$ cat config.mk
export PLATFORM = sky130hd
export DESIGN_NAME = round_cipher_5r
export DESIGN_NICKNAME = d
export VERILOG_FILES = /design/src/rtl/round_cipher_5r.sv
export SDC_FILE = /design/constraint.sdc
export NUM_CORES = 2
export LEC_CHECK = 0
export BUFFER_PORTS_ARGS = -buffer_cell sky130_fd_sc_hd__buf_4
export CORE_MARGIN = 2
export CORE_UTILIZATION = 50
export CTS_CLUSTER_DIAMETER = 150
export DETAILED_ROUTE_END_ITERATION = 8
export GPL_TIMING_DRIVEN = 0
export PLACE_DENSITY = 0.83
export SYNTH_ARGS = -nofsm -noshare
export SYNTH_HDL_FRONTEND = slang
export SYNTH_SLANG_ARGS = --single-unit
$ cat constraint.sdc
create_clock -name clk -period 49.5 [get_ports clk]
set_clock_uncertainty 0.05 [all_clocks]
set_input_delay 9.9 -clock clk [delete_from_list [all_inputs] [get_ports clk]]
set_output_delay 9.9 -clock clk [all_outputs]
set_load 0.02 [all_outputs]
$ cat src/rtl/round_cipher_5r.sv
// Five-round ARX block cipher with a shadow/active round-key bank pair.
// One block is in flight at a time: accept, five rounds, whitened output, handshake.
module round_cipher_5r #(
    parameter int ROUND    = 5,
    parameter int KEY_SIZE = 128
) (
    input  logic                clk,
    input  logic                reset,
    input  logic                key_valid,
    input  logic [KEY_SIZE-1:0] K0,
    input  logic [KEY_SIZE-1:0] K1,
    input  logic [KEY_SIZE-1:0] K2,
    input  logic [KEY_SIZE-1:0] K3,
    input  logic [KEY_SIZE-1:0] K4,
    input  logic                in_valid,
    output logic                in_ready,
    input  logic [KEY_SIZE-1:0] in_data,
    output logic                out_valid,
    input  logic                out_ready,
    output logic [KEY_SIZE-1:0] out_data,
    output logic                busy
);

    typedef enum logic [1:0] {
        ST_IDLE,
        ST_ROUND,
        ST_DONE
    } state_t;

    localparam logic [2:0] LAST_ROUND = 3'(ROUND - 1);

    state_t              state_q;
    state_t              state_d;
    logic [2:0]          round_q;
    logic                key_loaded;
    logic [KEY_SIZE-1:0] s_q;
    logic [KEY_SIZE-1:0] out_q;
    logic [KEY_SIZE-1:0] port_key   [ROUND];
    logic [KEY_SIZE-1:0] shadow_key [ROUND];
    logic [KEY_SIZE-1:0] active_key [ROUND];
    logic [KEY_SIZE-1:0] round_key;
    logic [KEY_SIZE-1:0] round_out;
    logic                accept;
    logic                last_round;

    function automatic logic [127:0] round_fn(input logic [127:0] s, input logic [127:0] k);
        logic [127:0] t;
        logic [31:0]  w0, w1, w2, w3;
        logic [31:0]  a, b, c, d;
        t  = s ^ k;
        w3 = t[127:96];
        w2 = t[95:64];
        w1 = t[63:32];
        w0 = t[31:0];
        a  = w0 + w1;
        b  = {w1[24:0], w1[31:25]} ^ a;
        c  = w2 + w3;
        d  = {w3[18:0], w3[31:19]} ^ c;
        return {b, c, d, a};
    endfunction

    assign port_key[0] = K0;
    assign port_key[1] = K1;
    assign port_key[2] = K2;
    assign port_key[3] = K3;
    assign port_key[4] = K4;

    assign in_ready   = (state_q == ST_IDLE) && key_loaded;
    assign out_valid  = (state_q == ST_DONE);
    assign busy       = (state_q != ST_IDLE);
    assign out_data   = out_q;
    assign accept     = in_valid && in_ready;
    assign last_round = (round_q == LAST_ROUND);

    always_comb begin
        round_key = '0;
        case (round_q)
            3'd0:    round_key = active_key[0];
            3'd1:    round_key = active_key[1];
            3'd2:    round_key = active_key[2];
            3'd3:    round_key = active_key[3];
            3'd4:    round_key = active_key[4];
            default: round_key = '0;
        endcase
    end

    assign round_out = round_fn(s_q, round_key);

    always_comb begin
        state_d = state_q;
        case (state_q)
            ST_IDLE:  if (accept)     state_d = ST_ROUND;
            ST_ROUND: if (last_round) state_d = ST_DONE;
            ST_DONE:  if (out_ready)  state_d = ST_IDLE;
            default:                  state_d = ST_IDLE;
        endcase
    end

    always_ff @(posedge clk or posedge reset) begin
        if (reset) begin
            state_q <= ST_IDLE;
        end else begin
            state_q <= state_d;
        end
    end

    always_ff @(posedge clk or posedge reset) begin
        if (reset) begin
            round_q <= '0;
            s_q     <= '0;
            out_q   <= '0;
        end else if (accept) begin
            round_q <= '0;
            s_q     <= in_data;
        end else if (state_q == ST_ROUND) begin
            round_q <= last_round ? 3'd0 : round_q + 3'd1;
            s_q     <= round_out;
            if (last_round) begin
                out_q <= round_out ^ active_key[0];
            end
        end
    end

    // The active bank is frozen between accept and handshake, so key updates
    // arriving mid-block only land in the shadow bank.
    always_ff @(posedge clk or posedge reset) begin
        if (reset) begin
            key_loaded <= 1'b0;
            for (int i = 0; i < ROUND; i++) begin
                shadow_key[i] <= '0;
                active_key[i] <= '0;
            end
        end else begin
            if (key_valid) begin
                key_loaded <= 1'b1;
                for (int i = 0; i < ROUND; i++) begin
                    shadow_key[i] <= port_key[i];
                end
            end
            if (accept) begin
                for (int i = 0; i < ROUND; i++) begin
                    active_key[i] <= key_valid ? port_key[i] : shadow_key[i];
                end
            end
        end
    end

endmodule

### Word level (Yosys, flattened, before mapping)

Cells that the tools add are included.

| word-level totals | value |
|---|---|
| word-level logic and storage cells | 55 |
| register bits | 1542 |
| bits of input ports | 773 |
| output and inout port bits | 131 |

| cells by class | value |
|---|---|
| reductions and logical operators | 8 |
| equal/unequal tests | 9 |
| bitwise logic cells | 5 |
| muxes and demuxes | 15 |
| add/sub/neg operators | 3 |

Operators with widths:

| cell | count |
|---|---|
| $mux 128 | 7 |
| $pmux 128 s5 | 1 |
| $xor 128x128->128 | 2 |
| $add 32x32->32 | 2 |
| $xor 32x32->32 | 2 |
| $mux 3 | 3 |
| $eq 3x2->1 const B | 2 |
| $mux 2 | 3 |
| $pmux 2 s3 | 1 |
| $reduce_and 3->1 | 2 |
| $ne 2x2->1 const B | 2 |
| $reduce_bool 2->1 | 2 |
| $add 3x1->3 const B | 1 |
| $eq 3x1->1 const B | 1 |
| $eq 3x3->1 const B | 1 |
| $logic_not 3->1 | 1 |
| $eq 2x1->1 const B | 1 |
| $eq 2x2->1 const B | 1 |
| $logic_and 1x1->1 | 2 |
| $logic_not 2->1 | 1 |
| $ne 2x1->1 const B | 1 |
| $not 1->1 | 1 |

### Longest topological paths before layout

| logic depth | value |
|---|---|
| word-level depth | 7 |
| mapped depth | 23 |
| mapped depth without buffers | 18 |

### Worst setup path after synthesis

No wires, ideal clock.

| timing path | value |
|---|---|
| path type | input-to-reg |
| start point | in key_valid |
| end point | reg active_key[399] in the netlist's numbering |
| library setup time | 117 ps |
| path buffers | 3 |
| path slack | 38080 ps |
| arrival time | 11252 ps |
| data required time | 49333 ps |
| stages | 6 |
| path through | clkbuf_1 clkbuf_1 clkbuf_1 mux2_2 nand2_1 nand2_1 |

| between the ends | value |
|---|---|
| cells in the longest elaborated chain, start to end | 1 |

RTL lines:

| item | line | RTL |
|---|---|---|
| start: declaration | 9 | `input logic key_valid,` |
| $mux 128 | 142 | `active_key[i] <= key_valid ? port_key[i] : shadow_key[i];` |
| end signal: indexed assignment | 142 |  |
| end: declaration | 40 | `logic [KEY_SIZE-1:0] active_key [ROUND];` |

No other way between the ends.
A chain may end at the register's enable or synchronous reset.

### Final worst setup path

| timing path | value |
|---|---|
| start point | in in_valid |
| end point | reg active_key[158] in the netlist's numbering |

| between the ends | value |
|---|---|
| cells in the longest elaborated chain, start to end | 1 |

RTL lines:

| item | line | RTL |
|---|---|---|
| start: declaration | 15 | `input logic in_valid,` |
| $logic_and 1x1->1 | 72 | `assign accept = in_valid && in_ready;` |

No other way between the ends.

==> tab_implementation.tex <==
\begin{tabular}{lr}
\hline
Metric & Value \\
\hline
\multicolumn{2}{l}{\textbf{STA}} \\
Final cycle utilization of the critical path & 0.252 \\
Worst slew margin & -0.0644 \\
Final hold violation count & 0 \\
Final setup fails & 0 \\
Max-slew violation count & 49 \\
RSZ-0062 raised after global routing & no \\
Highest clock frequency the design can meet & 0.0800 GHz \\
Transition time at the pin with the least slew margin & approximately 1600 ps \\
Sum Neg Setup Slack & 0 ps \\
Shortest period the worst path allows & 12,500 ps \\
\multicolumn{2}{l}{\textbf{Detailed routing}} \\
Starting DRC count in detailed routing & roughly 7,600 \\
Mean number of vias per cell & 6.03 \\
Detailed-route via count & 57,500 \\
Number of routed nets with antenna violations & 0 \\
DRC & 0 \\
Pre-Repair DR Iteration Count & 7 \\
Avg WL per Cell & between 30 and 40 µm \\
Total Wirelength & 306,000 µm \\
\multicolumn{2}{l}{\textbf{Synthesis}} \\
Most used flip-flop cell after synthesis & sky130\_fd\_sc\_hd\_\_dfrtp\_1 \\
Number of flip-flops and latches in the synthesized netlist & 1,542 \\
Cell count after synthesis & 6,506 \\
Fraction of registers with async set or reset after synthesis & 1.00 \\
Number of enable flip-flop cells after synthesis & 0 \\
Top area cells in the synthesized netlist & sky130\_fd\_sc\_hd\_\_dfrtp\_1, sky130\_fd\_sc\_hd\_\_nand2\_1, sky130\_fd\_sc\_hd\_\_mux2\_2 \\
Cell type contributing the most total cell area after synthesis & sky130\_fd\_sc\_hd\_\_dfrtp\_1 \\
Synthesized area & 0.0675 mm² \\
Most frequent cells after synthesis & sky130\_fd\_sc\_hd\_\_nand2\_1, sky130\_fd\_sc\_hd\_\_dfrtp\_1, sky130\_fd\_sc\_hd\_\_mux2\_2, sky130\_fd\_sc\_hd\_\_clkbuf\_1, sky130\_fd\_sc\_hd\_\_o21ai\_0 \\
Fraction of post-synthesis cell area in the top cell type by area & 0.572 \\
Fraction of the yosys area taken by sequential cells & 0.572 \\
Distinct cell type count after synthesis & 76 \\
Leading cell type by number of instances after synthesis & sky130\_fd\_sc\_hd\_\_nand2\_1 \\
Mean instance size in the synthesized netlist & roughly 10 µm² \\
Warnings, synthesis & 0 \\
Net count of the mapped netlist & roughly 7,300 \\
\multicolumn{2}{l}{\textbf{Critical path}} \\
Register-to-Register Setup Slack & 40,390 ps \\
Critical-path maximum fanout & 11 \\
Largest stage delay on the critical path & 870 ps \\
Sort of element at the start of the critical path & input pin \\
Cells along the critical path & buf\_4, and3\_1, clkbuf\_1, clkbuf\_1, clkbuf\_2, clkbuf\_1, nand2\_1, nand2\_1 \\
Critical Path Most Common Cell & sky130\_fd\_sc\_hd\_\_clkbuf\_1 \\
Worst setup path end & active\_key[158] \\
Data required, critical path & roughly 50,000 ps \\
Depth of the most critical reg-to-reg path & 20 \\
Path type of the worst setup path & in -> reg \\
Cell with the largest stage delay on the worst path & sky130\_fd\_sc\_hd\_\_clkbuf\_1 \\
Worst EP arrival & 13,190 ps \\
Critical path capture point type & flop \\
Capture instance of the worst register-to-register path & out\_data[56] \\
Worst R2R Start & round\_q[2] \\
Origin of the worst setup path & in\_valid \\
\multicolumn{2}{l}{\textbf{Global route}} \\
Layer with the highest usage after global routing & met2 \\
Number of antenna violations at the first check in global routing & 54 \\
Vias in the first global route & 57,700 \\
Global route overflow & 0 \\
Met3 global-route usage & 0.158 \\
Met2 routing resource usage after global routing & 0.645 \\
Wire length of the first global-routing pass & 419,000 µm \\
Largest net degree at the start of global routing & 45 \\
Grt met1 use & 0.537 \\
GRT Resource Usage Total & 0.440 \\
\multicolumn{2}{l}{\textbf{CTS}} \\
Clock Sink Count & 1,542 \\
Max H-tree Level & 4 \\
TritonCTS clock tree & built \\
Root Buffer Master & sky130\_fd\_sc\_hd\_\_clkbuf\_16 \\
Gates resized, CTS repair & 0 \\
Clk\_lat worst skew & 860 ps \\
Number of clock buffers inserted by TritonCTS & 157 \\
Maximum buffer depth of the clock tree & 3 \\
Hold Buf Count CTS & 0 \\
Reg clk slew, reported paths & 60 ps \\
Count of buffers added by post-CTS timing repair for setup & 0 \\
\multicolumn{2}{l}{\textbf{Flow run}} \\
Number of maximum-capacitance violations & 5 \\
\multicolumn{2}{l}{\textbf{Worst hold path}} \\
Worst hold path class & reg -> reg \\
\multicolumn{2}{l}{\textbf{Die}} \\
I/O pin total & 904 \\
Floorplan Core Area & 0.134 mm² \\
Row cnt & roughly 130 \\
DIE AREA & around 0.14 mm² \\
Die X & about 370 µm \\
Die height & 371 µm \\
Initial core utilization & 0.505 \\
\multicolumn{2}{l}{\textbf{Layout}} \\
Final-layout fill cell count & about 11,000 \\
Total number of nets in the final design & roughly 8,500 \\
Final instance area & 0.0829 mm² \\
Area delta synth->final & 22.9\% \\
Util after Layout & 0.620 \\
Proportion of layout cells with a drive suffix above 1 & 0.255 \\
Final std cells w/o fill & roughly 9,500 \\
\multicolumn{2}{l}{\textbf{Run status}} \\
Status & finished, violations left \\
Violations in the final reports & max-capacitance violations, max-slew violations \\
\multicolumn{2}{l}{\textbf{Placed design}} \\
Cells after DPL & between 9,000 and 10,000 \\
Number of buffers inserted by port buffering & roughly 900 \\
Post-detailed-placement half-perimeter wirelength & 238,000 µm \\
Total placed instance area & slightly below 0.08 mm² \\
GPL Wtd Cong & 1.02 \\
\hline
\end{tabular}
-- layout make-up --
type	instances	area [µm²]	area share
clock buffer	228	4610	0.0556
timing repair buffer	948	7720	0.0932
clock inverter	54	763	0.00921
buffer	376	1500	0.0180
inverter	18	71.3	0.000860
tap	1768	2210	0.0267
sequential	1542	38600	0.466
multi-input combinational	4570	27400	0.330
antenna	30	75.1	0.000906
-- how the worst min path moves through the flow --
stage	from	end	slack, ps	cells after the start
after global placement	active_key[127]	active_key[127]	400	2
final	active_key[344]	active_key[344]	420	2
after global routing	active_key[59]	active_key[59]	440	2
after detailed placement	active_key[47]	active_key[47]	410	2
after floorplan	active_key[100]	active_key[100]	390	2
after CTS	active_key[279]	active_key[279]	430	2
-- stage by stage --
stage                     hold WS, ps  setup slack (ps)
after floorplan                   390             18190
after global placement            404             10380
after detailed placement          410             36350
after CTS                         427             37210
after global routing              436             36970
final                             424             37000
-- critical path, delay by kind of cell --
kind | cells | cell delay [ps]
simple gates | 3 | 430
buf+inv | 5 | 2810
-- state kept, by name (all words and copies together) (netlist names) --
register    flops
active_key    640
key_loaded      1
out_data      128
round_q         3
s_q           128
shadow_key    640
state_q         2
-- logic make-up (layout without fill, tap and decap cells) --
kind of cell,count (synthesis),in the layout,synth area share
compound gates,695,695,0.0665
simple gates,2716,2716,0.157
fa+ha+maj,69,69,0.0130
xor+xnor,383,383,0.0518
buf+inv,394,1624,0.0226
other cells,0,30,0
mux,707,707,0.117
flops,1542,1542,0.572
-- cell usage in the layout, fill, tap and decap left out, types with 6 or more instances in the layout --
master,Yosys,layout
sky130_fd_sc_hd__xnor2_1,161,161
sky130_fd_sc_hd__mux2_2,677,677
sky130_fd_sc_hd__clkbuf_8,0,39
sky130_fd_sc_hd__clkbuf_1,312,316
sky130_fd_sc_hd__a31oi_1,58,58
sky130_fd_sc_hd__inv_1,18,17
sky130_fd_sc_hd__nand3_1,107,107
sky130_fd_sc_hd__nor2b_1,10,10
sky130_fd_sc_hd__clkinv_2,0,25
sky130_fd_sc_hd__a22oi_1,191,191
sky130_fd_sc_hd__o21ai_1,19,19
sky130_fd_sc_hd__bufinv_16,0,7
sky130_fd_sc_hd__clkbuf_16,0,158
sky130_fd_sc_hd__clkinv_16,0,10
sky130_fd_sc_hd__a222oi_1,36,36
sky130_fd_sc_hd__dfrtp_1,1542,1542
sky130_fd_sc_hd__clkbuf_2,1,28
sky130_fd_sc_hd__ha_1,67,67
sky130_fd_sc_hd__nand2_1,2416,2416
sky130_fd_sc_hd__o21bai_1,6,6
sky130_fd_sc_hd__buf_4,1,903
sky130_fd_sc_hd__a21o_1,21,21
sky130_fd_sc_hd__o21ai_0,214,214
sky130_fd_sc_hd__xor2_1,207,207
sky130_fd_sc_hd__o21a_1,9,9
sky130_fd_sc_hd__nor2_1,117,117
sky130_fd_sc_hd__xnor2_2,8,8
sky130_fd_sc_hd__nand2b_1,7,7
sky130_fd_sc_hd__diode_2,0,30
sky130_fd_sc_hd__and3_1,18,18
sky130_fd_sc_hd__buf_1,39,37
sky130_fd_sc_hd__buf_12,0,42
sky130_fd_sc_hd__mux2i_1,30,30
sky130_fd_sc_hd__a21oi_1,101,101
sky130_fd_sc_hd__buf_2,20,22
sky130_fd_sc_hd__nand4_1,9,9
-- routing by layer --
| layer | up-vias | routed length, µm | part of all wire |
|---|---|---|---|
| li1 | 23700 | - | - |
| met4 | 38 | 26500 | 0.086 |
| met2 | 4033 | 132000 | 0.43 |
| met5 | - | 227 | 0.00074 |
| met3 | 1074 | 37400 | 0.12 |
| met1 | 28600 | 109000 | 0.36 |
Power is not shown: default switching activity piles up to over one toggle a cycle in this logic, so the estimate is an artifact.
